**src/rtl/ascii_packer_if.sv**
```systemverilog
// Character-in / packed-word-out handshake bundle for ascii_packer.
interface ascii_packer_if #(
  parameter int unsigned NUM_CHARS = 24,
  parameter int unsigned CNT_W     = 5
);
  logic                   in_valid;
  logic                   in_ready;
  logic [7:0]             in_char;
  logic                   in_last;
  logic                   out_valid;
  logic                   out_ready;
  logic [8*NUM_CHARS-1:0] out_data;
  logic [CNT_W-1:0]       out_count;
  logic                   err_non_ascii;

  modport master (
    output in_valid, in_char, in_last, out_ready,
    input  in_ready, out_valid, out_data, out_count, err_non_ascii
  );

  modport slave (
    input  in_valid, in_char, in_last, out_ready,
    output in_ready, out_valid, out_data, out_count, err_non_ascii
  );
endinterface

```
**src/rtl/ascii_packer.sv**
```systemverilog
// Packs accepted 7-bit ASCII bytes into a NUM_CHARS-byte word, first byte in the MSBs,
// unused positions filled with PAD_CHAR; non-ASCII bytes are dropped with an error pulse.
module ascii_packer #(
  parameter int unsigned NUM_CHARS = 24,
  parameter logic [7:0]  PAD_CHAR  = 8'h20,
  parameter int unsigned CNT_W     = 5
) (
  input logic          clk,
  input logic          rst_n,
  ascii_packer_if.slave bus
);
  typedef enum logic {FILL, HOLD} state_t;

  state_t                 state, state_n;
  logic [CNT_W-1:0]       idx, idx_n;
  logic [CNT_W-1:0]       count, count_n;
  logic [8*NUM_CHARS-1:0] data, data_n;
  logic                   err, err_n;
  logic [CNT_W-1:0]       idx_inc;

  assign idx_inc = idx + 1'b1;

  always_ff @(posedge clk or negedge rst_n) begin
    if (!rst_n) begin
      state <= FILL;
      idx   <= '0;
      count <= '0;
      data  <= {NUM_CHARS{PAD_CHAR}};
      err   <= 1'b0;
    end else begin
      state <= state_n;
      idx   <= idx_n;
      count <= count_n;
      data  <= data_n;
      err   <= err_n;
    end
  end

  always_comb begin
    state_n = state;
    idx_n   = idx;
    count_n = count;
    data_n  = data;
    err_n   = 1'b0;
    unique case (state)
      FILL: begin
        if (bus.in_valid) begin
          if (bus.in_char[7]) begin
            // Dropped byte still closes the word if it carries in_last.
            err_n = 1'b1;
            if (bus.in_last) begin
              state_n = HOLD;
              count_n = idx;
            end
          end else begin
            for (int unsigned i = 0; i < NUM_CHARS; i++) begin
              if (CNT_W'(i) == idx) data_n[8*(NUM_CHARS-1-i) +: 8] = bus.in_char;
            end
            idx_n = idx_inc;
            if (bus.in_last || idx_inc == CNT_W'(NUM_CHARS)) begin
              state_n = HOLD;
              count_n = idx_inc;
            end
          end
        end
      end
      HOLD: begin
        if (bus.out_ready) begin
          state_n = FILL;
          idx_n   = '0;
          count_n = '0;
          data_n  = {NUM_CHARS{PAD_CHAR}};
        end
      end
      default: state_n = FILL;
    endcase
  end

  assign bus.in_ready      = (state == FILL);
  assign bus.out_valid     = (state == HOLD);
  assign bus.out_data      = data;
  assign bus.out_count     = count;
  assign bus.err_non_ascii = err;
endmodule
```
**src/flat_wrapper.sv**
```systemverilog
// flat-port wrapper written by rule: the top's interface ports become plain ports
module ascii_packer_flat 
#(
  parameter int unsigned NUM_CHARS = 24,
  parameter logic [7:0]  PAD_CHAR  = 8'h20,
  parameter int unsigned CNT_W     = 5
)
  (clk, rst_n, bus_in_valid, bus_in_char, bus_in_last, bus_out_ready, bus_in_ready, bus_out_valid, bus_out_data, bus_out_count, bus_err_non_ascii);
  ascii_packer_if #(.NUM_CHARS(NUM_CHARS), .CNT_W(CNT_W)) bus_i ();
  input logic clk;
  input logic rst_n;
  input wire logic [$bits(bus_i.in_valid)-1:0] bus_in_valid;
  input wire logic [$bits(bus_i.in_char)-1:0] bus_in_char;
  input wire logic [$bits(bus_i.in_last)-1:0] bus_in_last;
  input wire logic [$bits(bus_i.out_ready)-1:0] bus_out_ready;
  output wire logic [$bits(bus_i.in_ready)-1:0] bus_in_ready;
  output wire logic [$bits(bus_i.out_valid)-1:0] bus_out_valid;
  output wire logic [$bits(bus_i.out_data)-1:0] bus_out_data;
  output wire logic [$bits(bus_i.out_count)-1:0] bus_out_count;
  output wire logic [$bits(bus_i.err_non_ascii)-1:0] bus_err_non_ascii;
  assign bus_i.in_valid = bus_in_valid;
  assign bus_i.in_char = bus_in_char;
  assign bus_i.in_last = bus_in_last;
  assign bus_i.out_ready = bus_out_ready;
  assign bus_in_ready = bus_i.in_ready;
  assign bus_out_valid = bus_i.out_valid;
  assign bus_out_data = bus_i.out_data;
  assign bus_out_count = bus_i.out_count;
  assign bus_err_non_ascii = bus_i.err_non_ascii;
  ascii_packer #(.NUM_CHARS(NUM_CHARS), .PAD_CHAR(PAD_CHAR), .CNT_W(CNT_W)) u_core (.clk(clk), .rst_n(rst_n), .bus(bus_i));
endmodule
```
**config.mk**
```make
export PLATFORM = sky130hd
export DESIGN_NAME = ascii_packer_flat
export DESIGN_NICKNAME = d
export VERILOG_FILES = /design/src/rtl/ascii_packer_if.sv /design/src/rtl/ascii_packer.sv /design/src/flat_wrapper.sv
export SDC_FILE = /design/constraint.sdc
export NUM_CORES = 1
export LEC_CHECK = 0
export ABC_AREA = 1
export BUFFER_PORTS_ARGS = -buffer_cell sky130_fd_sc_hd__buf_2
export CAP_MARGIN = 20
export CORE_MARGIN = 5
export CORE_UTILIZATION = 40
export CTS_BUF_LIST = sky130_fd_sc_hd__clkbuf_4
export DETAILED_ROUTE_END_ITERATION = 16
export GPL_TIMING_DRIVEN = 0
export PLACE_DENSITY = 0.7
export RECOVER_POWER = 50
export SLEW_MARGIN = 10
export SYNTH_ARGS = -nofsm -noshare
export SYNTH_HDL_FRONTEND = slang
export SYNTH_SLANG_ARGS = --single-unit
```
**constraint.sdc**
```tcl
create_clock -name clk -period 2.2 [get_ports clk]
set_input_delay 0.22 -clock clk [delete_from_list [all_inputs] [get_ports clk]]
set_output_delay 0.22 -clock clk [all_outputs]
set_load 0.01 [all_outputs]
```
==> impl_metrics.csv <==
group,metric,value,unit
outcome,status,"finished clean",
synthesis,synth-seq-cells,180,
synthesis,avgSynthCellArea,10.1,um2
synthesis,synthCells,726,
worst_hold_path,whs_path_depth,3,
power_and_ir_drop,pwr-share-seq,0.491,
critical_path,r2r_start,"u_core.bus.out_valid",
synthesis,netlist_top_cells_count,"nand2_1, dfrtp_1, o21ai_0",
timing,finalCritPeriodShare,0.891,
power_and_ir_drop,power_density,1230,nW/um2
critical_path,crit_required,2.62,ns
critical_path,arrival,2.38,ns
critical_path,cp-startpoint,"u_core.bus.out_valid",
layout,drive_gt1_frac,0.270,
synthesis,synth_most_common_cell,"nand2_1",
power_and_ir_drop,power_frac_comb,0.339,
layout,syn_to_final_growth,21.8,%
power_and_ir_drop,swShare,0.382,
drt,drc,0,
power_and_ir_drop,p_int,6.75,mW
timing,tightest_slew,1.34,ns
synthesis,ys_warn_count,0,
layout,finalNonFillerCells,1208,
clocking,post_cts_buffers,0,
timing,finClkSkew,0.0164,ns
drt,via_count,5766,
power_and_ir_drop,total_power,10.9,mW
synthesis,syn_area,7300,um2
grt,antenna_found_initial,3,
power_and_ir_drop,clockPowerShare,0.170,
clocking,clkLatencyLatePin,0.57,ns
grt,grt_pass1_wl,31.7,mm
critical_path,r2r_cells,5,
clocking,cts_buffer_depth,2,
timing,maxSlewViolCount,0,
layout,multiInputGateArea,2310,um2
synthesis,synth-edff-count,0,
grt,grt_overflow_total,0,
worst_hold_path,holdCritStartpoint,"bus_in_char[3]",
synthesis,seq_area_frac_synth,0.621,
placed_design,dp_worst_setup_slack,0.151,ns
placed_design,gp_congestion,0.771,
timing,setup_viol,0,
power_and_ir_drop,irDropWorstVdd,0.636,mV
grt,grt_max_degree,97,
power_and_ir_drop,p_sw,4.18,mW
critical_path,path_class,"reg -> reg",
layout,fin_nets,981,
synthesis,yosysTopAreaCell,"dfrtp_1",
drt,ant_nets,0,
flow_run,cap_violations,0,
drt,wl_per_cell,16.3,um
drt,vias_per_cell,4.77,
layout,layout.area.seq,4540,um2
clocking,numCtsBuffers,17,
timing,hold_slack,0.0581,ns
synthesis,postSynth.asyncResetShare,1.00,
worst_hold_path,hp-class,"in -> reg",
clocking,cts.sinks,180,
timing,final_hold_viol_count,0,
timing,max_slew_margin,0.110,
floorplanning,fp.coreArea,18000,um2
clocking,cts_tree,"done",
timing,fin_crit,1.96,ns
floorplanning,dieHeight,145,um
placed_design,dp_hpwl,14.3,mm
floorplanning,die_x,145,um
synthesis,synth.distinct_cells,28,
layout,fillers,1764,
grt,grtUsageTotal,0.186,
timing,rsz0062_at_grt,"no",
grt,first_global_vias,5684,
drt,drt-total-wl,19.6,mm
timing,final.setup.worst_slack,0.240,ns
drt,firstDrtPassIters,5,
clocking,clk_pin_slew,0.14,ns
clocking,root_buffer,"clkbuf_4",
critical_path,cp_max_fo,10,
floorplanning,ioPinCount,213,
floorplanning,start_util,0.407,
synthesis,synth_top_area_share,0.535,
placed_design,portBuffers,188,
power_and_ir_drop,cellLeakagePower,4.36,nW
critical_path,worst_setup_path_start_kind,"flop",
drt,drtIter0Drc,291,
timing,fmax,510,MHz
synthesis,synthFlopType,"dfrtp_1",
synthesis,synthTopCellsByArea,"dfrtp_1, nand2_1, dfstp_2",
floorplanning,die_area,21100,um2
floorplanning,rows,49,
critical_path,cp-end-kind,"flop",
clocking,cts_max_level,4,
placed_design,placed_cells,1167,
-- layout by cell type, fill, tap and decap left out, drive strengths merged --
cell type / count
dfstp: 24
o21ai: 196
clkinvlp: 4
clkinv: 6
nand3: 13
buf: 163
o22ai: 4
nand4: 1
xnor2: 1
ha: 5
dlygate4sd3: 6
dfrtp: 156
o32ai: 1
bufinv: 2
diode: 3
nand2: 227
nor3: 3
nor2: 8
conb: 24
clkbuf: 115
inv: 17
-- cell type report --
class,count,area share
Sequential cell,180,0.510
Multi-Input combinational cell,483,0.260
Timing Repair Buffer,195,0.104
Buffer,72,0.0551
Tap cell,229,0.0322
Clock inverter,15,0.0176
Clock buffer,17,0.0143
Inverter,14,0.00591
Antenna cell,3,0.000844
-- per-stage QoR --
step,TNS (ns),area [um2],util
after global placement,-322.39,8620,0.480
after floorplan,0,7390,-
after detailed placement,0,8650,0.482
final,0,8890,0.495
after global routing,0,8890,0.495
after CTS,0,9000,0.501
-- logic make-up (layout without fill, tap and decap cells) --
family | count (synthesis) | count (layout) | synth area share
other | 1 | 27 | 0.000513
DFF | 180 | 180 | 0.621
and+or+nand+nor | 252 | 252 | 0.141
adders and majority gates | 5 | 5 | 0.00857
AOI/OAI and AO/OA | 201 | 201 | 0.154
buffers and inverters | 86 | 313 | 0.0744
xor gates and xnor gates | 1 | 1 | 0.00120
-- worst max-delay path, stage by stage, from the launching register on --
cell and delay [ns]:
dfrtp_1 0.42, buf_6 0.20, inv_2 0.07, nand2_1 0.23
buf_1 0.66, o21ai_0 0.23
-- final timing paths --
| check | to | slack, ns |
|---|---|---|
| worst max-delay path | u_core.bus.out_data[134] | 0.24 |
| worst min-delay path | u_core.bus.out_data[123] | 0.06 |
| worst max register to register | u_core.bus.out_data[134] | 0.24 |
| worst min register to register | u_core.bus.out_data[77] | 0.48 |
| max in group asynchronous | u_core.bus.out_data[69] | 0.66 |
| min in group asynchronous | u_core.bus.out_data[171] | 0.47 |
-- state kept, by name (all words and copies together), names as in the netlist --
register,count
u_core.bus.out_count,5
u_core.idx,5
u_core.bus.out_data,168
u_core.bus.out_valid,1
u_core.bus.err_non_ascii,1
-- power groups by stage --
stage          clock network, mW  logic (mW)  registers (mW)
2_1_floorplan                  0        1.48            5.95
3_3_place_gp                   0        3.82            5.38
3_5_place_dp                   0        3.93            5.40
4_1_cts                     1.93        3.93            5.35
5_1_grt                     2.07        4.14            5.52
6_report                    1.86        3.70            5.37
-- what timing repair did --
action	in CTS	in global routing
resized for setup	0	3
endpoints found under the setup margin	0	5
hold buffers	6	0
hold endpoints to repair	94	0
-- metal layers --
metal	wire, um	up-vias	GRT usage
met4	491	0	0.0751
met5	0	-	0
met3	1160	28	0.0502
li1	-	2817	-
met1	8450	2758	0.240
met2	9530	163	0.299
(Power assumes the default switching activity.)
